**src/rtl/uart_pkg.sv**
```systemverilog
`default_nettype none
// ============================================================================
//  Module   : uart_pkg
//  Brief    : Shared UART state encoding and default frame constants.
//  Revision : 1.0 - initial release
// ============================================================================
package uart_pkg;

    typedef enum logic [2:0] {
        ST_IDLE      = 3'd0,
        ST_START     = 3'd1,
        ST_DATA      = 3'd2,
        ST_STOP      = 3'd3,
        ST_WAIT_HIGH = 3'd4
    } uart_state_t;

    // Defaults shared with the baud generator and transmitter.
    localparam int c_DATA_BITS_DEF  = 8;
    localparam int c_OVERSAMPLE_DEF = 8;

    function automatic int clog2_min1(input int value);
        return (value <= 2) ? 1 : $clog2(value);
    endfunction

endpackage
`default_nettype wire

```
**src/rtl/sync_2ff.sv**
```systemverilog
`default_nettype none
// ============================================================================
//  Module   : sync_2ff
//  Brief    : Two-flop synchronizer for a single asynchronous input bit.
//  Revision : 1.0 - initial release
// ============================================================================
module sync_2ff #(
    parameter logic RESET_VAL = 1'b1
) (
    input  logic clk,
    input  logic rst,
    input  logic i_d,
    output logic o_q
);

    logic r_meta;
    logic r_sync;

    always_ff @(posedge clk or negedge rst) begin
        if (!rst) begin
            r_meta <= RESET_VAL;
            r_sync <= RESET_VAL;
        end else begin
            r_meta <= i_d;
            r_sync <= r_meta;
        end
    end

    assign o_q = r_sync;

endmodule
`default_nettype wire

```
**src/rtl/uart_rx.sv**
```systemverilog
`default_nettype none
// ============================================================================
//  Module   : uart_rx
//  Brief    : Oversampling UART receiver, majority-vote bit recovery,
//             one-cycle valid / frame_err strobes.
//  Revision : 1.0 - initial release
// ============================================================================
module uart_rx
    import uart_pkg::*;
#(
    parameter int DATA_BITS  = c_DATA_BITS_DEF,
    parameter int OVERSAMPLE = c_OVERSAMPLE_DEF
) (
    input  logic                 clk,
    input  logic                 rst,
    input  logic                 rx_tick,
    input  logic                 rx,
    output logic [DATA_BITS-1:0] data,
    output logic                 valid,
    output logic                 frame_err,
    output logic                 busy
);

    localparam int c_MID    = OVERSAMPLE / 2;
    localparam int c_TICK_W = clog2_min1(OVERSAMPLE);
    localparam int c_BIT_W  = clog2_min1(DATA_BITS);

    localparam logic [c_TICK_W-1:0] c_T_LAST = c_TICK_W'(OVERSAMPLE - 1);
    localparam logic [c_TICK_W-1:0] c_T_S0   = c_TICK_W'(c_MID - 1);
    localparam logic [c_TICK_W-1:0] c_T_S1   = c_TICK_W'(c_MID);
    localparam logic [c_TICK_W-1:0] c_T_S2   = c_TICK_W'(c_MID + 1);
    localparam logic [c_BIT_W-1:0]  c_B_LAST = c_BIT_W'(DATA_BITS - 1);

    logic                 w_rx_s;
    uart_state_t          r_state;
    uart_state_t          w_state_nxt;
    logic [c_TICK_W-1:0]  r_tick_cnt;
    logic [c_TICK_W-1:0]  w_tick_nxt;
    logic [c_BIT_W-1:0]   r_bit_cnt;
    logic [c_BIT_W-1:0]   w_bit_nxt;
    logic [DATA_BITS-1:0] r_shift;
    logic [DATA_BITS-1:0] w_shift_nxt;
    logic [DATA_BITS-1:0] w_data_nxt;
    logic [2:0]           r_samp;
    logic [2:0]           w_samp_nxt;
    logic                 w_vote;
    logic                 w_valid_nxt;
    logic                 w_ferr_nxt;

    sync_2ff #(
        .RESET_VAL (1'b1)
    ) u_rx_sync (
        .clk (clk),
        .rst (rst),
        .i_d (rx),
        .o_q (w_rx_s)
    );

    // The vote includes the sample taken on the current tick, so the stop
    // bit can be decided on the very tick of its last sample.
    always_comb begin
        w_samp_nxt = r_samp;
        if (r_tick_cnt == c_T_S0) w_samp_nxt[0] = w_rx_s;
        if (r_tick_cnt == c_T_S1) w_samp_nxt[1] = w_rx_s;
        if (r_tick_cnt == c_T_S2) w_samp_nxt[2] = w_rx_s;
        w_vote = (w_samp_nxt[0] & w_samp_nxt[1]) |
                 (w_samp_nxt[0] & w_samp_nxt[2]) |
                 (w_samp_nxt[1] & w_samp_nxt[2]);
    end

    always_comb begin
        w_state_nxt = r_state;
        w_tick_nxt  = r_tick_cnt;
        w_bit_nxt   = r_bit_cnt;
        w_shift_nxt = r_shift;
        w_data_nxt  = data;
        w_valid_nxt = 1'b0;
        w_ferr_nxt  = 1'b0;
        if (rx_tick) begin
            case (r_state)
                ST_IDLE: begin
                    if (!w_rx_s) begin
                        w_state_nxt = ST_START;
                        w_tick_nxt  = '0;
                    end
                end
                ST_START: begin
                    if (r_tick_cnt == c_T_LAST) begin
                        w_tick_nxt = '0;
                        if (w_vote) begin
                            w_state_nxt = ST_IDLE;
                        end else begin
                            w_state_nxt = ST_DATA;
                            w_bit_nxt   = '0;
                        end
                    end else begin
                        w_tick_nxt = r_tick_cnt + 1'b1;
                    end
                end
                ST_DATA: begin
                    if (r_tick_cnt == c_T_LAST) begin
                        w_tick_nxt  = '0;
                        w_shift_nxt = {w_vote, r_shift[DATA_BITS-1:1]};
                        if (r_bit_cnt == c_B_LAST) begin
                            w_state_nxt = ST_STOP;
                        end else begin
                            w_bit_nxt = r_bit_cnt + 1'b1;
                        end
                    end else begin
                        w_tick_nxt = r_tick_cnt + 1'b1;
                    end
                end
                ST_STOP: begin
                    // Decided half a bit early so the next start edge is not missed.
                    if (r_tick_cnt == c_T_S2) begin
                        w_tick_nxt = '0;
                        if (w_vote) begin
                            w_data_nxt  = r_shift;
                            w_valid_nxt = 1'b1;
                            w_state_nxt = ST_IDLE;
                        end else begin
                            w_ferr_nxt  = 1'b1;
                            w_state_nxt = ST_WAIT_HIGH;
                        end
                    end else begin
                        w_tick_nxt = r_tick_cnt + 1'b1;
                    end
                end
                ST_WAIT_HIGH: begin
                    if (w_rx_s) w_state_nxt = ST_IDLE;
                end
                default: begin
                    w_state_nxt = ST_IDLE;
                    w_tick_nxt  = '0;
                end
            endcase
        end
    end

    always_ff @(posedge clk or negedge rst) begin
        if (!rst) begin
            r_state    <= ST_IDLE;
            r_tick_cnt <= '0;
            r_bit_cnt  <= '0;
            r_shift    <= '0;
            r_samp     <= '0;
            data       <= '0;
            valid      <= 1'b0;
            frame_err  <= 1'b0;
            busy       <= 1'b0;
        end else begin
            r_state    <= w_state_nxt;
            r_tick_cnt <= w_tick_nxt;
            r_bit_cnt  <= w_bit_nxt;
            r_shift    <= w_shift_nxt;
            data       <= w_data_nxt;
            valid      <= w_valid_nxt;
            frame_err  <= w_ferr_nxt;
            busy       <= (w_state_nxt != ST_IDLE);
            if (rx_tick) r_samp <= w_samp_nxt;
        end
    end

endmodule
`default_nettype wire

```
**config.mk**
```make
export PLATFORM = sky130hd
export DESIGN_NAME = uart_rx
export DESIGN_NICKNAME = d
export VERILOG_FILES = /design/src/rtl/uart_pkg.sv /design/src/rtl/sync_2ff.sv /design/src/rtl/uart_rx.sv
export SDC_FILE = /design/constraint.sdc
export NUM_CORES = 1
export LEC_CHECK = 0
export CAP_MARGIN = 20
export CORE_MARGIN = 4
export CORE_UTILIZATION = 35
export CTS_BUF_LIST = sky130_fd_sc_hd__clkbuf_8 sky130_fd_sc_hd__clkbuf_16
export DETAILED_ROUTE_END_ITERATION = 7
export PLACE_DENSITY = 0.52
export SLEW_MARGIN = 20
export SYNTH_ARGS = -nofsm -noshare
export SYNTH_HDL_FRONTEND = slang
export SYNTH_SLANG_ARGS = --single-unit
```
**constraint.sdc**
```tcl
create_clock -name clk -period 4.85 [get_ports clk]
set_input_delay 0.97 -clock clk [delete_from_list [all_inputs] [get_ports clk]]
set_output_delay 0.97 -clock clk [all_outputs]
set_load 0.03 [all_outputs]
```
# == Word-level counts from Yosys, hierarchy flattened ==
# Index checks and enable logic that the tools add are counted.
# classes
n_eq_ne,14
reduce_logical,8
n_bitwise,6
mux,30
n_addsub,2
# op_table
op,count
2-to-1 mux 3 bit,15
== test 3 bit (second input constant),5
one-hot mux 3 bit (5 select lines),1
one-hot mux 3 bit (4 select lines),1
2-to-1 mux 1 bit,11
inequality test 2 bit (second input constant),5
== test 3 x 2 -> 1 bit (second input constant),3
adder 3 x 1 -> 3 bit (second input constant),2
one-hot mux 3 bit (2 select lines),1
AND reduction 3 bit,2
AND reduction 6 bit,1
AND reduction 4 bit,1
bitwise AND 1 bit,3
== test 3 x 1 -> 1 bit (second input constant),1
logical NOT 3 bit,1
nonzero test 3 bit,1
2-to-1 mux 2 bit,1
bitwise OR 1 bit,2
nonzero test 2 bit,1
OR reduction 2 bit,1
inverter 1 bit,1
# word_totals
inputBits,4
output_inout_bits,11
word_cells,71
register_bits,33

# == Depth between registers and ports, before layout ==
# Gate-level depths: netlist of the first run.
# logic_depth
word_depth,10
ltp_mapped,8
depth_no_buf,7

# == By module ==
# A second synthesis of the first run with hierarchy kept.
# hier_totals
hier_cells,137
hier_area_um2,1667.8
# by_module_without_submodules
module,area_each_um2,n_inst,seq_area_each_um2,cells_each
uart_rx,1615.3,1,775.7,135
sync_2ff,52.6,1,52.6,2

# == Worst setup path before layout of the first run ==
# Ideal clock, no wire load.
# synth_path
path_type,register to register
start,reg r_tick_cnt[0]
end,reg data[0]
arrival_time_ps,1959
path_stages_with_launch,8
path_buffers,0
period_less_slack_ps,2084
slack_ps,2766
cell_sequence,dfrtp_1 ha_1 ha_1 a21o_1 a211oi_4 o21ai_4 nor2_8 mux2_4
# synth_between
elab_chain_cells,6
# synth_lines
element,line,text
start: declaration,uart_rx.sv:37,logic [c_TICK_W-1:0] r_tick_cnt;
start signal: assignment,uart_rx.sv:153,r_tick_cnt <= w_tick_nxt;
"== test 3 x 2 -> 1 bit, or another cell as far along",uart_rx.sv:63,if (r_tick_cnt == c_T_S0) w_samp_nxt[0] = w_rx_s;
"2-to-1 mux 1 bit, on equally long branches","uart_rx.sv:63, uart_rx.sv:64, uart_rx.sv:65",
"bitwise AND 1 bit, on equally long branches","uart_rx.sv:66, uart_rx.sv:67",
bitwise OR 1 bit,uart_rx.sv:66,w_vote = (w_samp_nxt[0] & w_samp_nxt[1]) |
bitwise OR 1 bit,uart_rx.sv:67,(w_samp_nxt[0] & w_samp_nxt[2]) |
AND reduction 4 bit (no line) (*),-,
end signal: assignment,uart_rx.sv:156,data <= w_data_nxt;
end: declaration,uart_rx.sv:18,"output logic [DATA_BITS-1:0] data,"
# Mark *: on every way between the ends. The rest lies on a longest branch, timed or not.
# A chain may end at the register's enable or synchronous reset.

# == Final worst setup path of the first run ==
# layout_path
start,in rx_tick
end,reg r_shift[6]
# layout_between
elab_chain_cells,1
# layout_lines
element,line,text
start: declaration,uart_rx.sv:16,"input logic rx_tick,"
AND reduction 3 bit (no line),-,
end signal: assignment,uart_rx.sv:155,r_shift <= w_shift_nxt;
end: declaration,uart_rx.sv:41,logic [DATA_BITS-1:0] r_shift;
# No other way between the ends.

==> results.py, run 1 <==
metrics = {
    "run_status": {
        "run_status": "complete, no violations",
    },
    "power_and_ir_drop": {
        "leakagePower_nw": 0.9320,
        "p_sw_share_pct": 34.75,
        "irDropWorstVdd_mv": 0.1557,
        "p_int_mw": 0.5870,
        "p_comb_share_pct": 30.3,
        "p_per_area_mw_per_mm2": 456.8,
        "power_switching_mw": 0.3126,
        "power.total_mw": 0.8996,
        "seqPwrFrac_pct": 40.6,
        "clkPwrFrac_pct": 29.1,
    },
    "drt": {
        "ant_nets": 0,
        "drt_pass1_iterations": 4,
        "dr_wl_met2_um": 1486,
        "first_iter_violations": 57,
        "highest_layer": "met4",
        "vias": 1104,
        "met1_length_um": 1379,
        "met3_length_um": 114,
        "drc": 0,
        "vias_per_cell": 5.333,
        "routed_wl_um": 3032,
        "drt-wirelength-per-cell_um": 14.65,
    },
    "synthesis": {
        "synth_edf_count": 0,
        "yosys.cell_count.top_type": "dfrtp_1",
        "synth_ff_type": "dfrtp_1",
        "synth_common_cells": "31 x dfrtp_1, 11 x o21ai_0, 10 x mux2_2, 9 x nand2_1",
        "ys_seq_elements": 33,
        "postSynthCellCount": 137,
        "synth.cell_area_mm2": 0.001668,
        "yosysTopAreaCell": "dfrtp_1",
        "synth_top_area_share_pct": 46.51,
        "synth_nets": 149,
        "yosys_warnings": 0,
        "synthArstFlopShare_pct": 100.0,
        "yosysSeqAreaShare_pct": 49.66,
        "synthTopCellsByArea": "dfrtp_1 47%, mux2_4 7.2%, mux2_2 6.8%",
        "avgSynthCellArea_um2": 12.17,
        "yosysUniqueCellTypes": 39,
    },
    "clock_tree": {
        "cts_sinks": 33,
        "insertion_delay_ps": 280,
        "cts_tree": "done",
        "cts_setup_buffers": 0,
        "clk_pin_slew_ps": 60,
        "htreeDepth": 2,
        "cts.hold.buffers_added": 0,
        "root_buffer": "clkbuf_8",
        "cts-buffers-inserted": 5,
        "cts.repair.resized": 0,
        "ctsLongestPathBuffers": 2,
    },
    "layout": {
        "fin_cells": 207,
        "regArea_um2": 828.3,
        "multi_input_area_um2": 785.8,
        "final_core_util_pct": 44.02,
        "layout-drive-gt1-share_pct": 23.23,
        "syn_to_final_growth_pct": 18.08,
        "num_antenna_cells": 0,
        "nets": 166,
        "n_fill_cell": 414,
    },
    "job": {
        "cap_viol_max_count": 0,
    },
    "timing": {
        "drv_slew": 0,
        "slew_headroom_pct": 56.40,
        "setup-violations-final": 0,
        "worst_slack_ps": 2121,
        "clock_skew_ps": 5.205,
        "worst_pin_slew_ps": 650.5,
        "fin_crit_ps": 2729,
        "timing.final.crit_share_pct": 56.26,
        "hold_viol_final": 0,
        "fin_setup_tns_ps": 0,
        "max_freq_mhz": 366.5,
        "rsz0062_at_grt": "false",
    },
    "setup_path": {
        "worstPathArrival_ps": 2890,
        "path_class": "in2reg",
        "critPathMaxFanout": 13,
        "end_kind": "flip-flop",
        "cp-start-kind": "primary input",
        "ff2ff_setup_slack_ps": 2550,
        "critPathRequiredTime_ps": 5010,
    },
    "floorplanning": {
        "io_pins": 15,
        "initial_core_util_pct": 37.28,
        "row_count": 24,
        "coreArea_mm2": 0.004474,
        "die_w_um": 77.03,
        "die_h_um": 77.03,
        "die_area_mm2": 0.005934,
    },
    "grt": {
        "grt_pass1_wl_um": 5575,
        "grt_remaining_overflow": 0,
        "grt_pass1_vias": 1173,
        "grt_max_degree": 22,
        "track_usage_pct": 11.73,
        "antenna_found_initial": 0,
    },
    "place": {
        "gp_congestion": 0.7916,
        "port_buffers": 14,
        "dp_hpwl_um": 2233,
        "dp_slack_ps": 1813,
        "dp.cells": 199,
    },
    "worst_hold_path": {
        "hold_class": "reg2reg",
    },
}
cells in the final DEF (no fill, tap or decap), types with 2 or more instances in the layout:
cell type        synthesis  routed
dfstp_2                  2       2
nor2b_1                  2       2
a21oi_1                  2       2
clkdlybuf4s50_1          0      14
mux2_4                   8       8
dfrtp_1                 31      31
a31oi_1                  4       4
ha_1                     8       8
a22o_1                   3       3
nand2_1                  9       9
inv_1                    7       8
o21ai_0                 11      11
nor2_1                   7       7
o32ai_1                  2       2
clkbuf_8                 0       6
nand2b_1                 3       3
nand3_1                  3       3
a21o_1                   2       2
mux2_2                  10      10
worst max-delay path, stage by stage:
cell	delay, ps
clkdlybuf4s50_1	750
nand2_1	190
nor3_2	580
mux2_2	410
sequential cells by signal, indices dropped and copies added, names as in the netlist:
register	cells
data	8
r_shift	8
r_bit_cnt	3
r_samp	3
r_state	3
r_tick_cnt	3
busy	1
frame_err	1
u_rx_sync.o_q	1
u_rx_sync.r_meta	1
valid	1
cells by family (layout without fill, tap and decap cells):
logic type | after synthesis | count (layout) | share of synthesized area [%]
AO/OA/AOI/OAI | 35 | 35 | 16.66
flip-flops | 33 | 33 | 49.66
AND/OR/NAND/NOR | 31 | 31 | 10.50
multiplexers | 18 | 18 | 13.95
buffers and inverters | 12 | 30 | 3.226
adder cells (fa/ha/maj) | 8 | 8 | 6.002
power groups by stage:
stage / clock [mW] / sequential [mW] / combinational [mW]
final: 0.262 / 0.365 / 0.272
after global placement: 0 / 0.368 / 0.271
after global routing: 0.286 / 0.373 / 0.305
after floorplan: 0 / 0.343 / 0.242
after CTS: 0.270 / 0.365 / 0.277
after detailed placement: 0 / 0.368 / 0.276
path summary, 6_finish.rpt:
kind	from	end	cells past startpoint
min in group asynchronous	rst	r_samp[1]$_DFFE_PN0P_	1
min	u_rx_sync.r_meta$_DFF_PN1_	u_rx_sync.o_q$_DFF_PN1_	0
max in group asynchronous	rst	r_state[2]$_DFF_PN0_	2
min reg2reg	u_rx_sync.r_meta$_DFF_PN1_	u_rx_sync.o_q$_DFF_PN1_	0
max	rx_tick	r_shift[6]$_DFFE_PN0P_	4
max reg2reg	r_tick_cnt[2]$_DFFE_PN0P_	data[7]$_DFFE_PN0P_	7
cell type report:
class                   instances  area share, %
clock buffers                   6          4.193
clock inverters                 2          1.715
inverters                       7          1.334
repair buffers                 15          7.497
well taps                      52          3.304
flip-flops and latches         33          42.06
multi-input cells              92          39.90
routing by layer:
metal / vias to the layer above / GRT usage, %
met3: 7 / 3.630
li1: 530 / -
met5: - / 0
met2: 17 / 18.82
met4: 0 / 5.338
met1: 550 / 14.44
metrics by stage:
step	hold WS (ps)	area, µm²
6_report	356.2	1969
3_5_place_dp	347.3	1853
4_1_cts	356.8	1969
2_1_floorplan	345.2	1668
3_3_place_gp	347.1	1853
5_1_grt	360.9	1969
No activity file was read; power rests on OpenSTA's default activity.
==> inputs of run 2 (changes only) <==
--- a/config.mk
+++ b/config.mk
@@ -10,7 +10,7 @@
 export CORE_UTILIZATION = 35
 export CTS_BUF_LIST = sky130_fd_sc_hd__clkbuf_8 sky130_fd_sc_hd__clkbuf_16
 export DETAILED_ROUTE_END_ITERATION = 7
-export PLACE_DENSITY = 0.52
+export PLACE_DENSITY = 0.54
 export SLEW_MARGIN = 20
 export SYNTH_ARGS = -nofsm -noshare
 export SYNTH_HDL_FRONTEND = slang
==> constraint.sdc (replaced) <==
create_clock -name clk -period 2.5 [get_ports clk]
set_input_delay 0.5 -clock clk [delete_from_list [all_inputs] [get_ports clk]]
set_output_delay 0.5 -clock clk [all_outputs]
set_load 0.03 [all_outputs]
==> run 2 against run 1 <==
Effect of this change: sequential share of layout area fell by 0.45 points; critical path depth increased by 3; setup slack got worse by 1800 ps; global-route usage about the same; sequential cell count unchanged; critical path type is now reg2reg; largest cell class unchanged.
==> results.py, run 2 (same netlist as run 1, synthesis figures left out) <==
metrics = {
    "clock_tree": {
        "cts.repair.resized": 0,
        "ctsLongestPathBuffers": 2,
        "clk_pin_slew_ps": 70,
        "cts.hold.buffers_added": 0,
        "insertion_delay_ps": 290,
        "cts_tree": "done",
        "root_buffer": "clkbuf_8",
        "cts-buffers-inserted": 5,
        "cts_setup_buffers": 0,
        "htreeDepth": 2,
        "cts_sinks": 33,
    },
    "power_and_ir_drop": {
        "p_sw_share_pct": 35.53,
        "irDropWorstVdd_mv": 0.3771,
        "clkPwrFrac_pct": 28.3,
        "p_per_area_mw_per_mm2": 878.1,
        "seqPwrFrac_pct": 39.4,
        "p_comb_share_pct": 32.2,
        "leakagePower_nw": 0.9391,
        "power_switching_mw": 0.6211,
        "power.total_mw": 1.748,
        "p_int_mw": 1.127,
    },
    "timing": {
        "slew_headroom_pct": 64.21,
        "max_freq_mhz": 452.5,
        "rsz0062_at_grt": "false",
        "fin_crit_ps": 2210,
        "worst_pin_slew_ps": 531.9,
        "drv_slew": 0,
        "fin_setup_tns_ps": 0,
        "hold_viol_final": 0,
        "worst_slack_ps": 289.9,
        "setup-violations-final": 0,
        "timing.final.crit_share_pct": 88.40,
        "clock_skew_ps": 10.52,
    },
    "worst_hold_path": {
        "hold_class": "reg2reg",
    },
    "place": {
        "dp_slack_ps": 280.1,
        "gp_congestion": 0.8023,
        "port_buffers": 14,
        "dpl_cell_area_mm2": 0.001876,
        "dp_hpwl_um": 2214,
    },
    "floorplanning": {
        "initial_core_util_pct": 37.28,
        "row_count": 24,
        "io_pins": 15,
        "coreArea_mm2": 0.004474,
        "die_area_mm2": 0.005934,
        "die_w_um": 77.03,
        "die_h_um": 77.03,
    },
    "setup_path": {
        "critPathMaxFanout": 9,
        "cp-start-kind": "flip-flop",
        "worstPathArrival_ps": 2380,
        "path_class": "reg2reg",
        "end_kind": "flip-flop",
        "critPathRequiredTime_ps": 2670,
    },
    "grt": {
        "track_usage_pct": 11.69,
        "grt_pass1_vias": 1168,
        "antenna_found_initial": 0,
        "grt_remaining_overflow": 0,
        "grt_max_degree": 34,
        "grt_pass1_wl_um": 5499,
    },
    "layout": {
        "reg_top3": "data x8, r_shift x8",
        "layout-drive-gt1-share_pct": 25.32,
        "num_antenna_cells": 0,
        "final_cell_mix": "31 x dfrtp_1, 14 x clkdlybuf4s50_1, 11 x o21ai_0, 10 x mux2_2, 9 x nand2_1",
        "nets": 169,
        "syn_to_final_growth_pct": 19.35,
        "finish.instance_area_mm2": 0.001991,
        "final_common_cell": "dfrtp_1",
    },
    "run_status": {
        "run_status": "complete, no violations",
    },
    "job": {
        "cap_viol_max_count": 0,
    },
    "drt": {
        "vias_per_cell": 5.124,
        "first_iter_violations": 73,
        "vias": 1076,
        "drt-wirelength-per-cell_um": 14.50,
        "routed_wl_um": 3045,
        "ant_nets": 0,
        "drc": 0,
        "drt_pass1_iterations": 2,
    },
}
## run 2: cell types whose count changed in the layout (fill, tap and decap cells not counted)
cell / change
buf_4: +3
clkbuf_8: -1
clkinv_4: +1
clkinvlp_4: +1
inv_1: -1
## run 2: final timing paths
check | start | to | slack (ps) | cells past startpoint
setup / recovery | r_tick_cnt[0]$_DFFE_PN0P_ | data[0]$_DFFE_PN0P_ | 290 | 7
hold / removal | u_rx_sync.r_meta$_DFF_PN1_ | u_rx_sync.o_q$_DFF_PN1_ | 360 | 0
setup reg to reg | r_tick_cnt[0]$_DFFE_PN0P_ | data[0]$_DFFE_PN0P_ | 290 | 7
hold reg to reg | u_rx_sync.r_meta$_DFF_PN1_ | u_rx_sync.o_q$_DFF_PN1_ | 360 | 0
max in group asynchronous | rst | u_rx_sync.o_q$_DFF_PN1_ | 1550 | 2
min in group asynchronous | rst | r_shift[1]$_DFFE_PN0P_ | 620 | 2
## run 2: per-layer routing
layer | GRT usage [%] | vias up | part of all wire [%] | wire, µm
met5 | 0 | - | 0 | 0
met4 | 4.270 | 0 | 1.1 | 33
met3 | 3.747 | 4 | 3.2 | 96
met2 | 17.94 | 11 | 46 | 1398
met1 | 15.44 | 531 | 50 | 1517
li1 | - | 530 | - | -
## run 2: worst max-delay path: stages (launching register included)
cell	delay, ps
dfrtp_1	420
ha_1	240
ha_1	230
a21o_1	210
a211oi_4	290
o21ai_4	130
nor2_8	250
mux2_4	320
## run 2: stage by stage
step	utilization, %	instances	hold slack (ps)
after global routing	44.49	210	367.3
after floorplan	-	137	204.4
after global placement	41.92	202	346.1
after detailed placement	41.92	202	353.4
after CTS	44.49	210	363.5
final	44.49	210	361.2
## run 2: power by group through the flow
stage	Clock, mW	Combinational, mW	Sequential [mW]
final	0.495	0.563	0.690
after global routing	0.544	0.635	0.702
after CTS	0.511	0.570	0.689
after detailed placement	0	0.564	0.700
after global placement	0	0.562	0.694
after floorplan	0	0.469	0.666
## run 2: cell type report
cell class                      instances  area (µm²)
Fill cell                             420        2484
Sequential cell                        33       828.3
Multi-Input combinational cell         92       785.8
Timing Repair Buffer                   18       170.2
Clock buffer                            5       68.82
Tap cell                               52       65.06
Clock inverter                          3       46.29
Inverter                                7       26.28
